$ cat src/rtl/main_mem_port_arbiter.sv
// Main-memory port arbiter: fetch / memory stage / loader share one port.
// Ports: fetch_* (read), data_* (load/store), ldr_* (write), mem_* (memory),
//   fetch_starved (starvation override active). clk, rst (async, low).
module main_mem_port_arbiter #(
  parameter int LATENCY      = 1,
  parameter int STARVE_LIMIT = 4,
  parameter int DEPTH_BITS   = 11
) (
  input  logic                  clk,
  input  logic                  rst,
  input  logic                  fetch_req,
  input  logic [31:0]           fetch_addr,
  output logic                  fetch_gnt,
  output logic                  fetch_rvalid,
  output logic [31:0]           fetch_rdata,
  input  logic                  data_req,
  input  logic                  data_we,
  input  logic [31:0]           data_addr,
  input  logic [31:0]           data_wdata,
  output logic                  data_gnt,
  output logic                  data_rvalid,
  output logic [31:0]           data_rdata,
  input  logic                  ldr_req,
  input  logic [31:0]           ldr_addr,
  input  logic [31:0]           ldr_wdata,
  output logic                  ldr_gnt,
  output logic                  mem_en,
  output logic                  mem_we,
  output logic [DEPTH_BITS-1:0] mem_addr,
  output logic [31:0]           mem_wdata,
  input  logic [31:0]           mem_rdata,
  output logic                  fetch_starved
);

  logic [3:0]         starve_cnt;
  logic               starved;
  logic [LATENCY-1:0] tag_v;
  logic [LATENCY-1:0] tag_o;
  logic               rd_issue;
  logic               ret_v;
  logic               ret_o;
  logic [31:0]        fetch_hold;
  logic [31:0]        data_hold;

  assign starved = starve_cnt >= 4'(STARVE_LIMIT);

  // Loader always wins; a starved fetch jumps ahead of the data port.
  assign ldr_gnt   = rst & ldr_req;
  assign fetch_gnt = rst & fetch_req & ~ldr_req &
                     (starved | ~data_req);
  assign data_gnt  = rst & data_req & ~ldr_req &
                     ~(starved & fetch_req);

  assign fetch_starved = rst & fetch_req & starved;

  always_comb begin
    mem_en    = 1'b0;
    mem_we    = 1'b0;
    mem_addr  = '0;
    mem_wdata = '0;
    unique case (1'b1)
      ldr_gnt: begin
        mem_en    = 1'b1;
        mem_we    = 1'b1;
        mem_addr  = ldr_addr[DEPTH_BITS-1:0];
        mem_wdata = ldr_wdata;
      end
      data_gnt: begin
        mem_en    = 1'b1;
        mem_we    = data_we;
        mem_addr  = data_addr[DEPTH_BITS-1:0];
        mem_wdata = data_wdata;
      end
      fetch_gnt: begin
        mem_en   = 1'b1;
        mem_addr = fetch_addr[DEPTH_BITS-1:0];
      end
      default: ;
    endcase
  end

  always_ff @(posedge clk or negedge rst) begin
    if (!rst) begin
      starve_cnt <= '0;
    end else if (fetch_req && !fetch_gnt) begin
      if (starve_cnt != 4'hf) starve_cnt <= starve_cnt + 4'd1;
    end else begin
      starve_cnt <= '0;
    end
  end

  // Tag pipeline: owner 1 = data port, 0 = fetch.
  assign rd_issue = fetch_gnt | (data_gnt & ~data_we);

  always_ff @(posedge clk or negedge rst) begin
    if (!rst) begin
      tag_v <= '0;
      tag_o <= '0;
    end else begin
      tag_v[0] <= rd_issue;
      tag_o[0] <= data_gnt;
      for (int i = 1; i < LATENCY; i++) begin
        tag_v[i] <= tag_v[i-1];
        tag_o[i] <= tag_o[i-1];
      end
    end
  end

  assign ret_v = tag_v[LATENCY-1];
  assign ret_o = tag_o[LATENCY-1];

  assign fetch_rvalid = ret_v & ~ret_o;
  assign data_rvalid  = ret_v & ret_o;

  // Memory data passes straight through on return, then is held.
  always_ff @(posedge clk or negedge rst) begin
    if (!rst) begin
      fetch_hold <= '0;
      data_hold  <= '0;
    end else begin
      if (fetch_rvalid) fetch_hold <= mem_rdata;
      if (data_rvalid)  data_hold  <= mem_rdata;
    end
  end

  assign fetch_rdata = fetch_rvalid ? mem_rdata : fetch_hold;
  assign data_rdata  = data_rvalid  ? mem_rdata : data_hold;

  generate
    if (DEPTH_BITS < 32) begin : g_unused
      logic unused_hi;
      assign unused_hi = ^{fetch_addr[31:DEPTH_BITS],
                           data_addr[31:DEPTH_BITS],
                           ldr_addr[31:DEPTH_BITS]};
    end
  endgenerate

endmodule

$ cat config.mk
export PLATFORM = sky130hd
export DESIGN_NAME = main_mem_port_arbiter
export DESIGN_NICKNAME = d
export VERILOG_FILES = /design/src/rtl/main_mem_port_arbiter.sv
export SDC_FILE = /design/constraint.sdc
export NUM_CORES = 1
export LEC_CHECK = 0
export CORE_AREA = 2 2 120 122
export CTS_CLUSTER_DIAMETER = 200
export DETAILED_ROUTE_END_ITERATION = 8
export DIE_AREA = 0 0 122 124
export PLACE_DENSITY = 0.73
export SLEW_MARGIN = 30
export SYNTH_ARGS = -nofsm -noshare
export SYNTH_HDL_FRONTEND = slang
export SYNTH_SLANG_ARGS = --single-unit
export TNS_END_PERCENT = 10
$ cat constraint.sdc
create_clock -name clk -period 2 [get_ports clk]
set_input_delay 0.3 -clock clk [delete_from_list [all_inputs] [get_ports clk]]
set_output_delay 0.3 -clock clk [all_outputs]
set_load 0.05 [all_outputs]
=== Word level (Yosys, flattened, before mapping) ===
Index checks and enable logic that the tools add are counted.

* Register bits: 70
* Input port bits: 198
* Output and inout bits: 115

* Add/subtract/negate cells: 1
* Magnitude comparators: 1
* Equality and inequality tests: 2
* Mux-type cells: 8
* Bitwise operators: 19
* Reductions and logical operators: 3

{| class="wikitable"
|+ Operators by type and width
! cell !! count
|-
| $mux 32 || 2
|-
| $pmux 32 s2 || 1
|-
| $pmux 11 s3 || 1
|-
| $and 1x1->1 || 12
|-
| $mux 4 || 2
|-
| $not 1->1 || 5
|-
| $add 4x1->4 const B || 1
|-
| $ge 4x3->1 const B || 1
|-
| $ne 4x4->1 const B || 1
|-
| $reduce_or 3->1 || 1
|-
| $ne 2x1->1 const B || 1
|-
| $or 1x1->1 || 2
|-
| $pmux 1 s2 || 1
|-
| $logic_and 1x1->1 || 1
|-
| $logic_not 1->1 || 1
|-
| $mux 1 || 1
|}

=== Depth between registers and ports, before layout ===
Gate-level depths: netlist of the first run.

* Depth in word-level cells: 6
* Gate-level depth with buffers: 5
* Mapped depth without buffers: 4

=== Least setup slack after synthesis of the first run ===
OpenSTA, ideal clock, no wires.

* Path type: input to output
* Start: input rst
* End: output mem_wdata[23]
* Data arrival time: 1.754 ns
* Data required time: 1.700 ns
* Slack: -0.054 ns
* Cell stages on the path: 4
* Cell sequence: and2_1 buf_2 clkbuf_1 a22o_1

* Elaborated cells between the ends (all ways): 5

{| class="wikitable"
|+ RTL lines
! item !! RTL line !! source
|-
| start, declared || 10 || <nowiki>input logic rst,</nowiki>
|-
| $and 1x1->1 || 48 || <nowiki>assign ldr_gnt = rst & ldr_req;</nowiki>
|-
| net ldr_gnt || 26 || <nowiki>output logic ldr_gnt,</nowiki>
|-
| $pmux 32 s2 || 61 || <nowiki>unique case (1'b1)</nowiki>
|-
| end, declared || 30 || <nowiki>output logic [31:0] mem_wdata,</nowiki>
|}

The timed path passes the listed nets, and every way through them passes these cells.

=== Worst setup path after layout of the first run ===
* Start: register starve_cnt[3]
* End: output mem_addr[7]

* Cells in the longest elaborated chain, start to end: 5
* Elaborated cells between the ends (all ways): 7

{| class="wikitable"
|+ Ends and longest elaborated chain
! item !! RTL line !! source
|-
| start, declared || 35 || <nowiki>logic [3:0] starve_cnt;</nowiki>
|-
| start signal, assigned || 86 || <nowiki>if (starve_cnt != 4'hf) starve_cnt <= starve_cnt + 4'd1;</nowiki>
|-
| $ge 4x3->1 * || 45 || <nowiki>assign starved = starve_cnt >= 4'(STARVE_LIMIT);</nowiki>
|-
| $and 1x1->1 || 52 || <nowiki>~(starved & fetch_req);</nowiki>
|-
| $not 1->1 || 52 ||
|-
| $and 1x1->1 || 51 || <nowiki>assign data_gnt = rst & data_req & ~ldr_req &</nowiki>
|-
| $pmux 11 s3 * || 61 ||
|-
| end, declared || 29 || <nowiki>output logic [DEPTH_BITS-1:0] mem_addr,</nowiki>
|}

Every way passes the cells marked *; elsewhere a longest branch is shown, timed or not.

==> qor.csv, run 1 <==
stage;metric;value;unit
clock_tree;Worst-path clk slew;50;ps
drt;# DRC;0;
global_route;total global routing overflow;0;
placed_design;Buffers on Ports;249;
power_and_ir_drop;Max VDD drop;0.477;mV
global_route;largest net degree at the start of global routing;67;
drt;Wirelength per Cell;20.5;um
clock_tree;Clock Latency Late Sink;330;ps
die;chip width;122;um
yosys;mean post-synth cell area;13.6;sq um
placed_design;DP HPWL;11600;um
critical_path;worst stage delay on the critical path;450;ps
sta;Worst slew margin;44.2;%
critical_path;ordered cell list for the critical path;nor3b_4 -> and3b_2 -> a221o_2 -> buf_12;
clock_tree;TritonCTS buffer count;9;
placed_design;pre-CTS setup slack;-172;ps
sta;Layout Skew;5.56;ps
critical_path;CP max-delay cell;dfrtp_2;
sta;actual slew at the worst max-slew pin;837;ps
yosys;Yosys cell types;30;
die;total core area;0.0137;sq mm
hold_path;worst hold path type;primary input to async pin;
die;FP Rows;43;
global_route;GRT Total Usage;18.5;%
drt;drt total wl;14100;um
critical_path;cell depth of the worst setup path;4;
sta;part of the cycle the worst path needs;112;%
power_and_ir_drop;Lkg Pwr;3.30;nW
die;full die area;0.0151;sq mm
clock_tree;CTS tree;yes;
drt;first-pass detailed-route iteration total;4;
sta;RSZ-0062 raised after global routing;yes;
job;max-cap viol count;0;
status;failing checks;setup timing;
drt;routed vias;3216;
critical_path;CP delay by family, top;simple AND/OR/NAND/NOR gates;
yosys;post-synthesis register bit count;70;
global_route;vias in the first global route;3550;
critical_path;type of the worst setup path;register to output pin;
sta;final setup violation count;45;
drt;vias per inst;4.68;
die;Starting Density;23.6;%
critical_path;Setup crit start kind;register;
critical_path;critical path endpoint category;output pin;
yosys;Synth Warn #;0;
sta;final hold vios;0;
finish;P&R area growth vs syn;134;%
critical_path;Critical Path RT;1700;ps
critical_path;reg2reg path depth;4;
die;I/O Pins;313;
global_route;global-route wire length before repair;20400;um
yosys;Syn Inst Count;238;
sta;Period minus WS final;2230;ps
clock_tree;clock root buffer master;clkbuf_16;
status;outcome;finished with violations;
clock_tree;H-Tree Depth;3;
finish;# nets final;701;
die;Die H;124;um
sta;post-route worst setup slack;-231;ps
power_and_ir_drop;PwrDens;1060;mW/mm^2
drt;1st-iter DRT viols;148;
finish;layout cells sized above 1;45.5;%
sta;Max Fclk;0.448;GHz
yosys;sequential share of the synthesized area;54.1;%
critical_path;Worst Path Buf+Inv;1;
drt;ANT nets after route;0;
sta;Slew Viols, Final;0;
critical_path;Crit Path Max Fanout;7;
finish;Final Core Density;55.2;%
placed_design;Final GP Congestion;0.804;
clock_tree;clk buf depth;2;
yosys;Cell Area, Synth;0.00324;sq mm
global_route;initial antenna violation count;2;
yosys;syn nets;437;
clock_tree;clk sinks;70;
critical_path;WP data arrival;1930;ps
[layout by cell type, fill, tap and decap left out, types with 2 or more instances in the layout]
cell type and n:
clkdlybuf4s50_1 131, buf_12 118, dfrtp_1 68, mux2_2 64, a22o_1 32, buf_4 19
and3_1 11, clkbuf_16 9, a221o_1 8, nor2_1 5, inv_1 4, a221o_2 3
bufinv_16 3, and3b_2 2, nand2_1 2, nor3_1 2, nand3_1 2, dfrtp_2 2
[final timing paths]
kind	to	start	slack, ps
hold / removal	starve_cnt[1]	rst	110
min in group clk	starve_cnt[0]	rst	510
setup reg to reg	ret_v	starve_cnt[3]	530
hold reg to reg	fetch_hold[20]	fetch_hold[20]	530
max in group asynchronous	starve_cnt[2]	rst	1210
setup / recovery	mem_addr[7]	starve_cnt[3]	-230
[tightest hold or removal path, cell delays in order]
cell,delay [ps]
buf_4,130
buf_4,180
buf_4,150
[state kept, by name, indices dropped and copies added (netlist names)]
| signal | flops |
|---|---|
| data_hold | 32 |
| ret_v | 1 |
| starve_cnt | 4 |
| fetch_hold | 32 |
| ret_o | 1 |
[routing by layer]
metal / part of all wire (%) / vias to the layer above / global-route usage, %
li1: - / 1427 / -
met1: 34 / 1552 / 19.2
met2: 53 / 201 / 33.6
met3: 7.9 / 34 / 4.67
met4: 4.7 / 2 / 10.8
met5: 0.13 / - / 0
[per-stage QoR]
step	hold slack, ps	instance area (sq um)	cells	setup TNS [ps]	power [mW]
after CTS	102	7570	686	-6760	8.14
final	111	7570	687	-7420	8.04
after floorplan	4.41	3240	238	0	3.86
after detailed placement	454	7160	664	-5410	6.26
after global placement	440	7160	664	-2770	6.16
after global routing	118	7570	687	-9880	8.33
[Yosys cell counts]
cell / number / area share [%]
inv_1: 4 / 0.46
and3_4: 1 / 0.35
clkbuf_1: 6 / 0.70
a21o_1: 1 / 0.23
nand2b_1: 1 / 0.19
and2_1: 1 / 0.19
nor3b_2: 1 / 0.39
nor3b_1: 1 / 0.23
a22o_1: 32 / 8.7
a221o_1: 8 / 2.5
and3_1: 11 / 2.1
nor2_1: 5 / 0.58
a31oi_1: 1 / 0.19
ha_1: 1 / 0.39
a21o_2: 1 / 0.27
buf_6: 3 / 1.0
nand2_1: 2 / 0.23
o21ai_1: 1 / 0.15
dfrtp_1: 70 / 54
nor2b_1: 1 / 0.19
a221o_2: 3 / 1.0
o31ai_1: 1 / 0.23
buf_2: 10 / 1.5
or3_1: 1 / 0.19
and3b_2: 1 / 0.31
nand3_1: 2 / 0.31
xnor2_1: 1 / 0.27
mux2i_1: 1 / 0.31
nor3_1: 2 / 0.31
mux2_2: 64 / 22
[where the power goes]
part | switching [mW] | internal, mW
clock network | 0.589 | 1.25
logic | 2.25 | 2.11
registers | 0.0912 | 1.75
[layout make-up]
class,instances,area [sq um]
clock buffer,10,239
clock inverter,5,106
inverter,4,15.0
fill,1104,6140
antenna,1,2.50
multi-input combinational,147,1400
tap,180,225
sequential,70,1750
timing repair buffer,270,3840
[logic make-up after synthesis]
kind of cell,count (synthesis),share of synthesized area (%)
buf+inv,23,3.75
xor+xnor,1,0.271
mux,65,22.6
compound gates,48,13.3
fa+ha+maj,1,0.387
flops,70,54.1
simple gates,30,5.61
[what timing repair did]
action / 4_1_cts / 5_1_grt
pin swaps: 2 / 1
resized for setup: 7 / 1
gates cloned: 2 / 0
setup endpoints to repair: 45 / 55
setup buffers: 5 / 0
hold buffers: 0 / 0
Note: power is estimated with default switching activity, not from simulation.
==> run 2, diff against run 1 <==
Clock period 2 ns to 2.18 ns, I/O delays scaled along.
==> run 2 against run 1 <==
Effect of this change:
- the run still ends with setup timing left
- critical path type unchanged
- cell count increased by 0.15%
- sequential power fell by 9%
- combinational power is 19% lower
- clock-buffer cell count unchanged
- non-clock buffer count is 2 higher
- global-route usage decreased by 0.29 points
- die area unchanged
- largest power group unchanged
==> qor.csv, run 2 (synthesis gave the netlist of run 1 again) <==
stage;metric;value;unit
finish;leading cell types in the layout, fill and taps excluded;clkdlybuf4s50_1, buf_12, dfrtp_1, mux2_2, buf_4;
global_route;global routing usage on met2;32.7;%
sta;final setup violation count;12;
sta;RSZ-0062 raised after global routing;yes;
die;Starting Density;23.6;%
global_route;global-route wire length before repair;20000;um
sta;Slew Viols, Final;0;
drt;first-pass detailed-route iteration total;4;
job;max-cap viol count;0;
power_and_ir_drop;Seq pwr share;24.5;%
critical_path;Crit Path Max Fanout;7;
critical_path;Critical Path RT;1850;ps
clock_tree;CTS tree;yes;
global_route;grt met3 use;5.40;%
global_route;total global routing overflow;0;
sta;part of the cycle the worst path needs;102;%
global_route;vias in the first global route;3471;
global_route;initial antenna violation count;1;
placed_design;Placed Instance Area;0.00678;sq mm
finish;Final Core Density;52.7;%
drt;ANT nets after route;0;
drt;1st-iter DRT viols;83;
critical_path;type of the worst setup path;register to output pin;
drt;drt total wl;13700;um
die;Die H;124;um
clock_tree;H-Tree Depth;3;
die;total core area;0.0137;sq mm
drt;# DRC;0;
critical_path;R2R Setup Slk;710;ps
drt;Wirelength per Cell;19.9;um
clock_tree;clock root buffer master;clkbuf_16;
die;chip width;122;um
finish;Largest regs;data_hold x32, fetch_hold x32, starve_cnt x4;
critical_path;critical path endpoint category;output pin;
status;failing checks;setup timing;
placed_design;Final GP Congestion;0.789;
power_and_ir_drop;Net Sw Power;2.57;mW
sta;Layout Skew;6.85;ps
finish;layout cells sized above 1;46.2;%
placed_design;DP HPWL;11400;um
drt;vias per inst;4.56;
die;FP Rows;43;
finish;P&R area growth vs syn;124;%
placed_design;dpl cells;665;
status;outcome;finished with violations;
global_route;GRT Total Usage;18.2;%
power_and_ir_drop;Gate power share;51.2;%
critical_path;worst r2r src;starve_cnt[2];
power_and_ir_drop;Internal;4.31;mW
global_route;largest net degree at the start of global routing;38;
sta;Max Fclk;0.448;GHz
sta;final hold vios;0;
power_and_ir_drop;Tot Pwr;6.88;mW
placed_design;Buffers on Ports;249;
clock_tree;Worst-path clk slew;50;ps
sta;Period minus WS final;2230;ps
sta;Worst slew margin;64.3;%
clock_tree;TritonCTS buffer count;9;
power_and_ir_drop;Lkg Pwr;3.18;nW
clock_tree;Clock Latency Late Sink;330;ps
power_and_ir_drop;switching share of power;37.4;%
power_and_ir_drop;Clk network pwr share;24.3;%
clock_tree;CTS Hold Bufs;0;
critical_path;WP data arrival;1910;ps
finish;non-filler cells, final;688;
clock_tree;clk buf depth;2;
global_route;GR peak layer;met2;
critical_path;launch point of the worst path;starve_cnt[2];
power_and_ir_drop;PwrDens;951;mW/mm^2
drt;routed vias;3137;
die;full die area;0.0151;sq mm
finish;# nets final;702;
critical_path;Setup crit start kind;register;
sta;actual slew at the worst max-slew pin;530;ps
die;I/O Pins;313;
global_route;met1 GRT Util;19.2;%
finish;most common cell after layout, fill and taps aside;clkdlybuf4s50_1;
sta;post-route worst setup slack;-53.1;ps
clock_tree;clk sinks;70;
hold_path;worst hold path type;primary input to async pin;
finish;Layout Cell Area excl Fill;0.00724;sq mm
power_and_ir_drop;Max VDD drop;0.409;mV
==> run 2: changes by cell type in the layout (fill, tap and decap cells not counted), sizes merged <==
cell,before,now
buf,137,139
clkinv,0,2
dlygate4sd2,1,2
clkinvlp,1,0
and3,13,12
inv,5,4
dlymetal6s2s,1,0
==> run 2: routing by layer <==
metal | wire length, um | vias to the layer above
met5 | 0 | -
met4 | 586 | 0
met3 | 1080 | 26
met2 | 7250 | 179
met1 | 4750 | 1502
li1 | - | 1430
==> run 2: path summary, 6_finish.rpt <==
| check | cells after the start | to |
|---|---|---|
| max | 4 | mem_addr[1] |
| min | 2 | fetch_hold[18] |
| max reg2reg | 4 | ret_v |
| min reg2reg | 1 | data_hold[6] |
| max in group asynchronous | 2 | starve_cnt[2] |
| min in group clk | 1 | data_hold[6] |
==> run 2: repair_timing <==
item                       in CTS  in global routing
pin swaps                       3                  3
setup endpoints to repair      41                 34
buffers inserted                4                  2
gates cloned                    1                  0
gates resized for setup         8                  3
==> run 2: critical path: stages (launching register included) <==
cell and delay, ps:
dfrtp_2 450, nor3b_4 280, and3b_2 310, a221o_2 390, buf_12 160
==> run 2: metrics by stage <==
stage	hold WS (ps)	TNS, ps	worst slack (ps)
6_report	164	-349	-53.1
4_1_cts	165	-181	-63.1
3_5_place_dp	486	-279	-47.8
5_1_grt	210	-1300	-82.5
2_1_floorplan	31.4	0	71.9
3_3_place_gp	480	-22.2	-15.6
==> run 2: power groups by stage <==
stage | combinational [mW] | clock (mW) | sequential [mW]
after global placement | 3.48 | 0 | 1.69
after CTS | 3.54 | 1.72 | 1.69
final | 3.52 | 1.68 | 1.69
after detailed placement | 3.53 | 0 | 1.71
after floorplan | 1.86 | 0 | 1.68
after global routing | 3.65 | 1.79 | 1.72
==> run 2: final cells by class <==
cell class | instances | area [sq um]
diodes | 1 | 2.50
well taps | 180 | 225
multi-input cells | 146 | 1420
clock inverters | 5 | 108
flip-flops and latches | 70 | 1750
inverters | 4 | 15.0
fillers | 1163 | 6480
clock buffers | 10 | 239
repair buffers | 272 | 3470
==> run 3, diff against run 2 <==
Settings changed: CTS_CLUSTER_DIAMETER 200 to not set.
==> results of run 3 <==
The final DEF is identical to that of run 2; final timing and power are the same.
